### config.mk
export PLATFORM = sky130hd
export DESIGN_NAME = rom_rd_arbiter
export DESIGN_NICKNAME = d
export VERILOG_FILES = /design/src/rtl/rom_rd_arbiter.sv
export SDC_FILE = /design/constraint.sdc
export NUM_CORES = 1
export LEC_CHECK = 0
export ABC_AREA = 1
export BUFFER_PORTS_ARGS = -buffer_cell sky130_fd_sc_hd__buf_2
export CORE_MARGIN = 5
export CORE_UTILIZATION = 40
export DETAILED_ROUTE_END_ITERATION = 7
export RECOVER_POWER = 100
export SLEW_MARGIN = 20
export SYNTH_ARGS = -nofsm -noshare
export SYNTH_HDL_FRONTEND = slang
export SYNTH_SLANG_ARGS = --single-unit
### constraint.sdc
create_clock -name clk -period 2.2 [get_ports clk]
set_input_delay 0.11 -clock clk [delete_from_list [all_inputs] [get_ports clk]]
set_output_delay 0.11 -clock clk [all_outputs]
set_load 0.05 [all_outputs]
### src/rtl/rom_rd_arbiter.sv
// ---------------------------------------------------------------------------
// rom_rd_arbiter
//
// Round-robin read arbiter and burst sequencer in front of a single-port,
// fixed-latency (1 cycle) read ROM. Two requesters post burst reads (start
// address + length). One burst is granted at a time. The ROM is driven with
// one address per cycle, and returned data is put on a shared response bus
// tagged with the owning requester and a last-beat flag.
//
// Handshake: a request transfers on a rising clk edge where
// req_vld[i] & req_rdy[i] == 1. req_rdy is combinational from req_vld, the
// FSM state and the priority pointer. A requester keeps its addr/len stable
// while req_vld is high and unaccepted, but it may drop req_vld to withdraw.
// The response bus has no backpressure: every rsp_vld beat must be taken.
//
// Ports:
//   clk                  single clock, all logic on posedge
//   reset_n              synchronous active-low reset
//   req_vld[1:0]         per-requester request valid
//   req_addr0/1          burst start address (< DATA_DEPTH)
//   req_len0/1           number of beats (0 = accepted, no reads)
//   req_rdy[1:0]         per-requester accept (at most one bit high)
//   rom_rd_vld           ROM read strobe (registered)
//   rom_rd_addr          ROM read address (registered, held when idle)
//   rom_rd_data          ROM read data, one cycle after the strobe
//   rom_rd_data_out_vld  ROM data valid
//   rsp_vld              response beat valid (registered)
//   rsp_data             response data (zero when rsp_vld is low)
//   rsp_id               requester owning the beat
//   rsp_last             final beat of the burst
//   busy                 burst in progress or beats still outstanding
//   dbg_state            FSM state (0 = IDLE, 1 = BURST)
// ---------------------------------------------------------------------------
module rom_rd_arbiter #(
  parameter int ADDR_WD    = 8,
  parameter int DATA_WD    = 8,
  parameter int DATA_DEPTH = 48,
  parameter int LEN_WD     = 4
) (
  input  logic               clk,
  input  logic               reset_n,
  input  logic [1:0]         req_vld,
  input  logic [ADDR_WD-1:0] req_addr0,
  input  logic [ADDR_WD-1:0] req_addr1,
  input  logic [LEN_WD-1:0]  req_len0,
  input  logic [LEN_WD-1:0]  req_len1,
  output logic [1:0]         req_rdy,
  output logic               rom_rd_vld,
  output logic [ADDR_WD-1:0] rom_rd_addr,
  input  logic [DATA_WD-1:0] rom_rd_data,
  input  logic               rom_rd_data_out_vld,
  output logic               rsp_vld,
  output logic [DATA_WD-1:0] rsp_data,
  output logic               rsp_id,
  output logic               rsp_last,
  output logic               busy,
  output logic               dbg_state
);

  typedef enum logic {
    IDLE  = 1'b0,
    BURST = 1'b1
  } state_t;

  state_t             state;
  logic               ptr;        // requester that wins a tie
  logic [ADDR_WD-1:0] next_addr;  // address of the next beat to issue
  logic [LEN_WD-1:0]  remaining;  // beats still to issue after the current one
  logic               burst_id;   // owner of the burst in flight

  // Tag of the beat currently on the ROM strobe (aligned with rom_rd_vld).
  logic               issue_id;
  logic               issue_last;

  // Tag of the beat whose data the ROM is returning this cycle.
  logic               pend_vld;
  logic               pend_id;
  logic               pend_last;

  // Arbitration and accept decode.
  logic               win1;
  logic               acc;
  logic               acc_id;
  logic [ADDR_WD-1:0] acc_addr;
  logic [LEN_WD-1:0]  acc_len;

  // Next address with wrap at the end of the ROM image.
  function automatic logic [ADDR_WD-1:0] wrap_inc(input logic [ADDR_WD-1:0] a);
    if (a == ADDR_WD'(DATA_DEPTH - 1)) begin
      return '0;
    end
    return a + 1'b1;
  endfunction

  // Requester 1 wins when it is the only one asking, or when both ask and
  // the pointer favours it. Grants are only offered in IDLE.
  always_comb begin
    win1     = 1'b0;
    req_rdy  = 2'b00;
    acc      = 1'b0;
    acc_id   = 1'b0;
    acc_addr = req_addr0;
    acc_len  = req_len0;
    if (state == IDLE) begin
      win1    = req_vld[1] & (~req_vld[0] | ptr);
      req_rdy = {win1, req_vld[0] & ~win1};
    end
    acc    = |(req_vld & req_rdy);
    acc_id = req_rdy[1];
    if (acc_id) begin
      acc_addr = req_addr1;
      acc_len  = req_len1;
    end
  end

  // Burst sequencer. The accepting edge already issues the first beat, so
  // the strobe is high exactly while the FSM sits in BURST. The edge that
  // ends the last beat returns to IDLE, which leaves one idle cycle between
  // bursts.
  always_ff @(posedge clk) begin
    if (!reset_n) begin
      state       <= IDLE;
      ptr         <= 1'b0;
      next_addr   <= '0;
      remaining   <= '0;
      burst_id    <= 1'b0;
      rom_rd_vld  <= 1'b0;
      rom_rd_addr <= '0;
      issue_id    <= 1'b0;
      issue_last  <= 1'b0;
    end else begin
      case (state)
        IDLE: begin
          rom_rd_vld <= 1'b0;
          if (acc) begin
            // A zero-length accept still rotates the pointer.
            ptr <= ~acc_id;
            if (acc_len != '0) begin
              state       <= BURST;
              burst_id    <= acc_id;
              rom_rd_vld  <= 1'b1;
              rom_rd_addr <= acc_addr;
              next_addr   <= wrap_inc(acc_addr);
              remaining   <= acc_len - 1'b1;
              issue_id    <= acc_id;
              issue_last  <= (acc_len == LEN_WD'(1));
            end
          end
        end
        BURST: begin
          if (remaining == '0) begin
            state      <= IDLE;
            rom_rd_vld <= 1'b0;
          end else begin
            rom_rd_vld  <= 1'b1;
            rom_rd_addr <= next_addr;
            next_addr   <= wrap_inc(next_addr);
            remaining   <= remaining - 1'b1;
            issue_id    <= burst_id;
            issue_last  <= (remaining == LEN_WD'(1));
          end
        end
        default: begin
          state      <= IDLE;
          rom_rd_vld <= 1'b0;
        end
      endcase
    end
  end

  // Tag pipeline plus response register. ROM data valid that has no
  // matching outstanding beat (e.g. a strobe issued just before a reset)
  // is dropped.
  always_ff @(posedge clk) begin
    if (!reset_n) begin
      pend_vld  <= 1'b0;
      pend_id   <= 1'b0;
      pend_last <= 1'b0;
      rsp_vld   <= 1'b0;
      rsp_data  <= '0;
      rsp_id    <= 1'b0;
      rsp_last  <= 1'b0;
    end else begin
      pend_vld  <= rom_rd_vld;
      pend_id   <= issue_id;
      pend_last <= issue_last;
      if (rom_rd_data_out_vld && pend_vld) begin
        rsp_vld  <= 1'b1;
        rsp_data <= rom_rd_data;
        rsp_id   <= pend_id;
        rsp_last <= pend_last;
      end else begin
        rsp_vld  <= 1'b0;
        rsp_data <= '0;
        rsp_id   <= 1'b0;
        rsp_last <= 1'b0;
      end
    end
  end

  // The strobe is only high in BURST, so the stages after it are covered by
  // the state plus the pending tag.
  assign busy      = (state == BURST) | pend_vld;
  assign dbg_state = state;

endmodule

* After elaboration in Yosys (flattened, before gate mapping)
Index checks and enable logic that the tools add are counted.
** Storage, ports and cells
- Flip-flop bits (word level) :: 39
- Input bits :: 37
- Output and inout port bits :: 24
- Word-level logic and storage cells :: 84
** Cells by class
- Add/subtract/negate cells :: 4
- Eq/ne operators :: 7
- Multiplexer cells :: 41
- Bitwise logic cells :: 9
- Reductions and logical operators :: 8
** Operator list (count)
- two-way mux 8 bit :: 11
- one-hot mux 8 bit (2 select lines) :: 2
- two-way mux 1 bit :: 19
- adder 8 x 1 -> 8 bit, second input constant :: 2
- == test 8 x 6 -> 1 bit, second input constant :: 2
- two-way mux 4 bit :: 4
- == test 4 x 1 -> 1 bit, second input constant :: 2
- one-hot mux 4 bit (2 select lines) :: 1
- subtractor 4 x 1 -> 4 bit, second input constant :: 2
- one-hot mux 1 bit (2 select lines) :: 3
- AND reduction 3 bit :: 2
- zero test 4 bit :: 1
- inequality test 2 bit, second input constant :: 2
- inverter 1 bit :: 4
- AND reduction 2 bit :: 2
- nonzero test 4 bit :: 1
- bitwise AND 1 bit :: 2
- bitwise AND 2 bit :: 1
- two-way mux 2 bit :: 1
- inequality test 2 x 1 -> 1 bit, second input constant :: 1
- bitwise OR 1 bit :: 2
- OR reduction 2 bit :: 1
- logical AND 1 bit :: 1

* Depth between registers and ports, before layout
Gate-level depths: netlist (run 1).
- Depth after elaboration :: 17
- Gate-level depth with buffers :: 16
- Mapped depth without buffers :: 14

* Least setup slack after synthesis (run 1)
Ideal clock, no wire load.
- Path kind :: reg-to-reg
- Start :: register state, in the netlist dbg_state
- End :: register remaining[3]
- Library setup time :: 0.115 ns
- Data arrival time :: 2.331 ns
- Data required time :: 2.085 ns
- Slack :: -0.246 ns
- Stages on the path, launching flop included :: 12
- Buffers on the path :: 2
- Period minus slack after synthesis :: 2.446 ns
- Path through :: dfxtp_1 -> inv_2 -> buf_6 -> nand2_1 -> a21oi_1 -> or2_1 -> nand2_2 -> nand2_4 -> inv_4 -> buf_6 -> nor2_1 -> nor2_1
** Between the ends
- Elaborated cells between the ends (all ways) :: 14
- Classes of those cells :: add/sub: 1; eq/ne: 3; mux: 5; bitwise: 2; reduce/logical: 3
** RTL lines
- start: declaration :: line 65 : state_t state;
- start signal: assignment :: line 122 : state <= IDLE;
- start signal: assignment :: line 139 : state <= BURST;
- start signal: assignment :: line 152 : state <= IDLE;
- two-way mux 2 bit :: line 104 : if (state == IDLE) begin
- net req_rdy[0] :: line 47 : output logic [1:0] req_rdy,
- bitwise AND 2 bit :: line 108 : acc = |(req_vld & req_rdy);
- OR reduction 2 bit :: line 108
- inequality test 2 bit (no source line)
- AND reduction 3 bit (no source line)
- end signal: assignment :: line 144 : remaining <= acc_len - 1'b1;
- end signal: assignment :: line 158 : remaining <= remaining - 1'b1;
- end: declaration :: line 68 : logic [LEN_WD-1:0] remaining;
The timed path passes the listed nets, and every way through them passes these cells. The select of a mux whose other input is x is not followed.
A chain may end at the register's enable or synchronous reset.

* Final worst setup path (run 1)
- Start :: register ptr
- End :: register next_addr[6]
** Between the ends
- Longest elaborated chain between the ends :: 14
- Elaborated cells between the ends (all ways) :: 24
- Classes of those cells :: add/sub: 1; eq/ne: 3; mux: 12; bitwise: 5; reduce/logical: 3
** Ends and longest elaborated chain
- start: declaration :: line 66 : logic ptr;
- start signal: assignment :: line 137 : ptr <= ~acc_id;
- bitwise OR 1 bit (*) :: line 105 : win1 = req_vld[1] & (~req_vld[0] | ptr);
- bitwise AND 1 bit (*) :: line 105
- two-way mux 2 bit (*) :: line 104
- two-way mux 8 bit :: line 110 : if (acc_id) begin
- == test 8 x 6 -> 1 bit :: line 89 : if (a == ADDR_WD'(DATA_DEPTH - 1)) begin
- two-way mux 1 bit :: line 89
- two-way mux 1 bit :: line 138 : if (acc_len != '0) begin
- two-way mux 1 bit :: line 135 : if (acc) begin
- two-way mux 1 bit :: line 132 : case (state)
- two-way mux 1 bit :: line 121 : if (!reset_n) begin
- two-way mux 8 bit :: line 92 : return a + 1'b1;
- two-way mux 8 bit :: line 138
- two-way mux 8 bit :: line 135
- one-hot mux 8 bit (2 select lines) :: line 132
- end signal: assignment :: line 143 : next_addr <= wrap_inc(acc_addr);
- end signal: assignment :: line 157 : next_addr <= wrap_inc(next_addr);
- end: declaration :: line 67 : logic [ADDR_WD-1:0] next_addr;
Every way passes the cells marked *; elsewhere a longest branch is shown, timed or not. The select of a mux whose other input is x is not followed.

==> summary.txt, run 1 <==
Status
  • Run status: finished, final reports clean

Placement
  • Placement Setup Slack: 0.124 ns
  • I/O Buffers: 60
  • Gpl congestion: 0.802
  • Cell Area, Placed: 2540 um^2
  • Final HPWL DP: 3930 um
  • Dpl cells: 463

CTS
  • H-tree lvl count: 2
  • TritonCTS Buffers: 5
  • # clock sinks: 39
  • CTS Buffer Depth: 2
  • Clk_lat worst skew: 0.29 ns
  • Clock slew at reported path FFs: 0.09 ns
  • Hold_buf cts: 0
  • CTS tree: done
  • Root buf cell: clkbuf_8

Synthesis
  • Distinct cell type count after synthesis: 32
  • Largest area contributor in the netlist: dfxtp_1
  • Cell area after synthesis: 2190 um^2
  • Synth top cells by count: nand2_1 (83), nor2_1 (64), dfxtp_1 (39), inv_1 (39), o21ai_1 (20)
  • Most frequent cell after synthesis: nand2_1
  • Top FF cell, synth: dfxtp_1
  • Main area contributors after synthesis: dfxtp_1 (36%), nand2_1 (14%), nor2_1 (11%)
  • Post-synth EDFFs: 0
  • Yosys reg bits: 39
  • Seq/Total Area, Yosys: 35.7%
  • Post-synth ARST share: 0%
  • Syn Area/Cell: 6.44 um^2
  • Syn_nets: 383
  • Post-synth top area share: 35.7%
  • Post-Synthesis Cells: 340
  • Synthesis warning total: 0

STA
  • Setup ws final: 0.189 ns
  • Clock skew: 0.00980 ns
  • Final Hold Vio Count: 0
  • Max Clk Rate: 0.497 GHz
  • Final setup viols: 0
  • Setup_tns: 0 ns
  • Final period utilization: 91.4%
  • Final Max Tran Viols: 0
  • Min Tclk post-route: 2.01 ns
  • RSZ-0062 raised after global routing: false
  • Slew HR: 59.7%
  • Worst Max-Slew Pin Slew: 0.607 ns

Setup path
  • Crit-path leading delay family: simple AND/OR/NAND/NOR gates
  • CP Data Required Time: 2.42 ns
  • CP max stage cell: dfxtp_1
  • R2R Path End: next_addr[6]
  • Worst R2R Setup Slack: 0.19 ns
  • Critical Path Fanout Max: 17
  • Arrival time worst endpoint: 2.23 ns
  • Worst Setup Start Kind: flop
  • Crit. End Element: flop
  • Crit path cell chain: inv_1 > nand2_4 > nand2_1 > nor2_4 > nand2_1 > nand2_1 > inv_1 > ha_1 > nand3_1 > nand2_2 > nand2_8 > buf_4 > o21ai_0 > a21oi_1
  • Origin of the critical flop-to-flop path: ptr
  • CP Class: reg -> reg
  • WP buf/inv: 3
  • Slowest stage delay, CP: 0.31 ns
  • Most used cell, CP: nand2_1
  • R2R depth: 14

Route
  • DRC errors left: 0
  • WL/cell: 11.4 um
  • Pre-antenna DRT Iters: 4
  • Via count: 2194
  • Post-DR vias/cell: 4.66
  • DRT iter0 DRCs: 57
  • Final wirelength: 5350 um
  • Detail Route Antenna Nets: 0

Final layout
  • Antenna cells: 0
  • Post-layout util: 48.4%
  • Area of the multi-input gates: 1190 um^2
  • Final instance area: 2620 um^2
  • Layout area overhead: 19.6%
  • Finished Layout Cells: 471
  • FF/Latch Area: 782 um^2
  • Fraction of layout instances using a drive strength above 1: 16.0%
  • Fill cells: 609
  • Nets: 441

Die
  • Die ar.: 7050 um^2
  • Starting Density: 40.5%
  • Die X: 84.0 um
  • Core box area: 5410 um^2
  • IO Pins: 61
  • Rows: 27
  • Die height: 84.0 um

Global routing
  • Vias in the first global route: 2107
  • Largest net degree at the start of global routing: 25
  • Initial antenna violation count: 0
  • Tot GR Track Use: 15.5%
  • Grt peak-use layer: met2
  • Met2 usage: 28.9%
  • Met3 Track Usage GR: 4.05%
  • Met1 GRT Util: 17.8%
  • Global-route wire length before repair: 9250 um
  • GR Overflow Total: 0

Power and ir drop
  • Leak Pwr: 1.29 nW
  • Worst vdd ir: 0.000501 V
  • PwrDens: 877 nW/um^2

Min path
  • Worst hold path type: in -> reg
  • Worst hold path endpoint: rsp_data[5]
  • Hold path start: rom_rd_data[5]
  • Hold Crit Depth: 3

Flow run
  • Max-cap viol count: 0
[what timing repair did]
item | CTS | global route
gates resized for setup | 0 | 3
endpoints found under the hold margin | 0 | 0
endpoints found under the setup margin | 0 | 22
buffers inserted | 0 | 0
[registers in the layout, indices dropped and copies added, names as in the netlist, 4 cells and up]
signal / count
rom_rd_addr: 8
rsp_data: 8
next_addr: 8
remaining: 4
[per-stage QoR]
stage / power (W) / hold slack, ns
after detailed placement: 0.00183 / 0.328
after floorplan: 0.00164 / 0.222
final: 0.00230 / 0.0219
after global placement: 0.00182 / 0.324
after CTS: 0.00233 / 0.0128
after global routing: 0.00248 / 0.0204
[metal layers]
| layer | routed length, um | up-vias | part of all wire (%) |
|---|---|---|---|
| met5 | 0 | - | 0 |
| met4 | 27 | 0 | 0.50 |
| met3 | 182 | 2 | 3.4 |
| met2 | 2740 | 23 | 51 |
| met1 | 2400 | 981 | 45 |
| li1 | - | 1188 | - |
[area by class of cell]
class	instances	share of cell area [%]
inverter	41	5.97
clock buffer	5	2.63
clock inverter	3	0.764
sequential	39	29.9
tap	72	3.44
multi-input combinational	245	45.3
timing repair buffer	66	12.0
[cells by family after synthesis]
family | after synthesis | share of synthesized area (%)
AND/OR/NAND/NOR | 185 | 35.8
XOR/XNOR | 2 | 0.800
AO/OA/AOI/OAI | 52 | 12.7
flip-flops | 39 | 35.7
buffers and inverters | 56 | 11.5
adder cells (fa/ha/maj) | 6 | 3.43
[power breakdown]
group	total [W]	internal, W	switching (W)	leakage [nW]
logic	0.000905	0.000276	0.000628	0.930
clock network	0.000490	0.000221	0.000269	0.0402
registers	0.000901	0.000818	0.0000834	0.321
[how the worst max path moves through the flow]
stage / from / endpoint / slack (ns) / depth (start not counted)
after floorplan: ptr / remaining[3] / 0.10 / 16
after global placement: ptr / next_addr[6] / 0.16 / 14
after detailed placement: ptr / rom_rd_addr[2] / 0.12 / 14
after CTS: ptr / rom_rd_addr[2] / 0.09 / 14
after global routing: ptr / next_addr[6] / 0.03 / 14
final: ptr / next_addr[6] / 0.19 / 14
[worst register-to-register path, stage by stage, from the launching register on]
cell and delay (ns):
dfxtp_1 0.31, inv_1 0.06, nand2_4 0.13, nand2_1 0.11
nor2_4 0.15, nand2_1 0.08, nand2_1 0.08, inv_1 0.04
ha_1 0.21, nand3_1 0.12, nand2_2 0.12, nand2_8 0.16
buf_4 0.18, o21ai_0 0.07, a21oi_1 0.12
[cells in the final DEF (no fill, tap or decap)]
cell         n
nand2_1     83
nor2_1      64
inv_1       39
dfxtp_1     38
buf_2       36
clkbuf_1    24
o21ai_1     17
nand3_1     16
o21ai_0     16
a21oi_1     13
nand4_1      9
ha_1         6
buf_4        6
clkbuf_8     5
or2_2        3
nand3b_1     2
clkinvlp_4   2
nand2_4      1
nor2_4       1
inv_2        1
nand3_4      1
a21oi_2      1
or2_1        1
nand2_2      1
nand2_8      1
inv_4        1
a211oi_1     1
a31oi_1      1
nand3_2      1
a41oi_2      1
and2_1       1
o21bai_1     1
xor2_1       1
xnor2_1      1
o22ai_1      1
clkinv_2     1
dfxtp_2      1
Note: power is estimated with default switching activity, not from simulation.
==> run 2: changes to the inputs <==
--- a/config.mk
+++ b/config.mk
@@ -11,4 +11,5 @@
 export CORE_UTILIZATION = 40
 export DETAILED_ROUTE_END_ITERATION = 7
+export PLACE_DENSITY_LB_ADDON = 0.25
 export RECOVER_POWER = 100
 export SLEW_MARGIN = 20
==> constraint.sdc (replaced) <==
create_clock -name clk -period 2.2 [get_ports clk]
set_input_delay 0.22 -clock clk [delete_from_list [all_inputs] [get_ports clk]]
set_output_delay 0.22 -clock clk [all_outputs]
set_load 0.05 [all_outputs]
==> run 2 against run 1 <==
Combinational power shrank 0.8%. Die area is the same. Flip-flop and latch count is the same. Count of clock-buffer cells in the layout is the same. Final area shrank 0.62%. Critical endpoint is now rom_rd_addr[0]. Highest routed layer unchanged. Sequential power is essentially flat. Utilization shrank 0.30 points.
==> summary.txt, run 2 (synthesis results as in run 1) <==
Power and ir drop
  • PwrDens: 875 nW/um^2 (-0.20%)
  • Leak Pwr: 1.29 nW (-0.12%)
  • Worst vdd ir: 0.000381 V (-24%)
  • Total power: 0.00228 W (-0.81%)

Status
  • Run status: finished, final reports clean

Setup path
  • R2R Path End: rom_rd_addr[0]
  • R2R depth: 13 (-1)
  • CP Data Required Time: 2.41 ns (about the same)
  • CP Class: reg -> reg
  • Crit. End Element: flop
  • Origin of the critical flop-to-flop path: ptr
  • Worst Setup Start Kind: flop
  • Worst R2R Setup Slack: 0.19 ns (about the same)
  • Critical Path Sink: rom_rd_addr[0]
  • Critical Path Fanout Max: 24 (+7)
  • Arrival time worst endpoint: 2.23 ns (about the same)
  • Critical path startpoint: ptr

CTS
  • Hold_buf cts: 0 (unchanged)
  • TritonCTS Buffers: 5 (unchanged)
  • CTS tree: done
  • # clock sinks: 39 (unchanged)
  • Clk_lat worst skew: 0.29 ns (about the same)
  • CTS Buffer Depth: 2 (unchanged)
  • H-tree lvl count: 2 (unchanged)
  • Root buf cell: clkbuf_8
  • Clock slew at reported path FFs: 0.08 ns (about the same)
  • Post-CTS Setup Repair Bufs: 0 (unchanged)
  • Cts repair resizes: 0 (unchanged)

STA
  • Clock skew: 0.00389 ns (-0.00591 ns)
  • Final Hold Vio Count: 0 (unchanged)
  • Min Tclk post-route: 2.01 ns (+0.000483 ns)
  • Final setup viols: 0 (unchanged)
  • Slew HR: 59.0% (-0.70 points)
  • Setup ws final: 0.189 ns (-0.000483 ns)
  • Final period utilization: 91.4% (about the same)
  • RSZ-0062 raised after global routing: false
  • Final Max Tran Viols: 0 (unchanged)
  • Max Clk Rate: 0.497 GHz (about the same)
  • Setup_tns: 0 ns (unchanged)
  • Worst Max-Slew Pin Slew: 0.617 ns (+0.0105 ns)

Global routing
  • GR Overflow Total: 0 (unchanged)
  • Global-route wire length before repair: 9000 um (-2.6%)
  • Initial antenna violation count: 0 (unchanged)
  • Tot GR Track Use: 15.3% (-0.29 points)
  • Largest net degree at the start of global routing: 25 (unchanged)
  • Vias in the first global route: 2121 (+0.66%)

Placement
  • Gpl congestion: 0.789 (-1.7%)
  • I/O Buffers: 60 (unchanged)
  • Final HPWL DP: 3970 um (+0.97%)
  • Placement Setup Slack: 0.147 ns (+0.0228 ns)

Route
  • Pre-antenna DRT Iters: 4 (unchanged)
  • Post-DR vias/cell: 4.75 (+2.0%)
  • DRT iter0 DRCs: 97 (+70%)
  • DRC errors left: 0 (unchanged)
  • WL/cell: 11.0 um (-2.9%)
  • Final wirelength: 5190 um (-2.9%)
  • Via count: 2238 (+2.0%)
  • Detail Route Antenna Nets: 0 (unchanged)

Min path
  • Worst hold path type: in -> reg
  • Hold Crit Depth: 3 (unchanged)

Final layout
  • Most common cell after layout, fill and taps aside: nand2_1
  • Commonest non-fill, non-tap cells in the layout: nand2_1 (83), nor2_1 (64), inv_1 (39)
  • Nets: 441 (unchanged)
  • Registers with the most flip-flops: next_addr x8, rom_rd_addr x8, rsp_data x8
  • Layout area overhead: 18.9%
  • Post-layout util: 48.1% (-0.30 points)
  • Fraction of layout instances using a drive strength above 1: 16.0% (unchanged)
  • Antenna cells: 0 (unchanged)

Die
  • Die X: 84.0 um (unchanged)
  • Die ar.: 7050 um^2 (unchanged)
  • IO Pins: 61 (unchanged)
  • Die height: 84.0 um (unchanged)
  • Core box area: 5410 um^2 (unchanged)
  • Starting Density: 40.5% (unchanged)
  • Rows: 27 (unchanged)

Flow run
  • Max-cap viol count: 0 (unchanged)
==> run 2: layout make-up <==
| type | count | area [um^2] |
|---|---|---|
| Clock buffer | 5 | 68.8 |
| Clock inverter | 3 | 20.0 |
| Fill cell | 596 | 2800 |
| Inverter | 41 | 161 |
| Multi-Input combinational cell | 245 | 1160 |
| Sequential cell | 39 | 782 |
| Tap cell | 72 | 90.1 |
| Timing Repair Buffer | 66 | 315 |
==> run 2: how the worst min path moves through the flow <==
stage                     slack [ns]      startpoint           to
after floorplan                 0.33  rom_rd_data[0]  rsp_data[0]
after global routing            0.12  rom_rd_data[2]  rsp_data[2]
after global placement          0.40         pend_id       rsp_id
after detailed placement        0.40         pend_id       rsp_id
final                           0.13  rom_rd_data[4]  rsp_data[4]
after CTS                       0.13  rom_rd_data[2]  rsp_data[2]
==> run 2: worst max-delay path, stage by stage (launching register included) <==
cell and delay, ns:
dfxtp_1 0.32, inv_1 0.05, nand2_2 0.08, nand2_1 0.09
nor2_4 0.15, nand2_1 0.07, nand2_1 0.09, inv_1 0.05
ha_1 0.21, nand3_1 0.12, nand2_2 0.08, nand2_4 0.25
nand2_1 0.19, o21ai_0 0.19
==> run 2: layer usage <==
layer	vias up	wire, um	share of wire [%]	GRT usage [%]
met5	-	0	0	0
met4	0	80	1.5	4.24
met3	9	254	4.9	4.15
met2	41	2610	50	27.2
met1	1000	2250	43	17.8
li1	1188	-	-	-
==> run 2: where the power goes <==
group / switching [W] / internal (W) / total, W
clock: 0.000260 / 0.000221 / 0.000480
sequential: 0.0000805 / 0.000818 / 0.000899
combinational: 0.000629 / 0.000270 / 0.000898
total: 0.000969 / 0.00131 / 0.00228
==> run 2: metrics by stage <==
step	hold slack, ns	instance area (um^2)	cells
3_3_place_gp	0.399	2540	463
5_1_grt	0.121	2600	471
2_1_floorplan	0.332	2200	340
6_report	0.132	2600	471
4_1_cts	0.127	2630	471
3_5_place_dp	0.401	2540	463
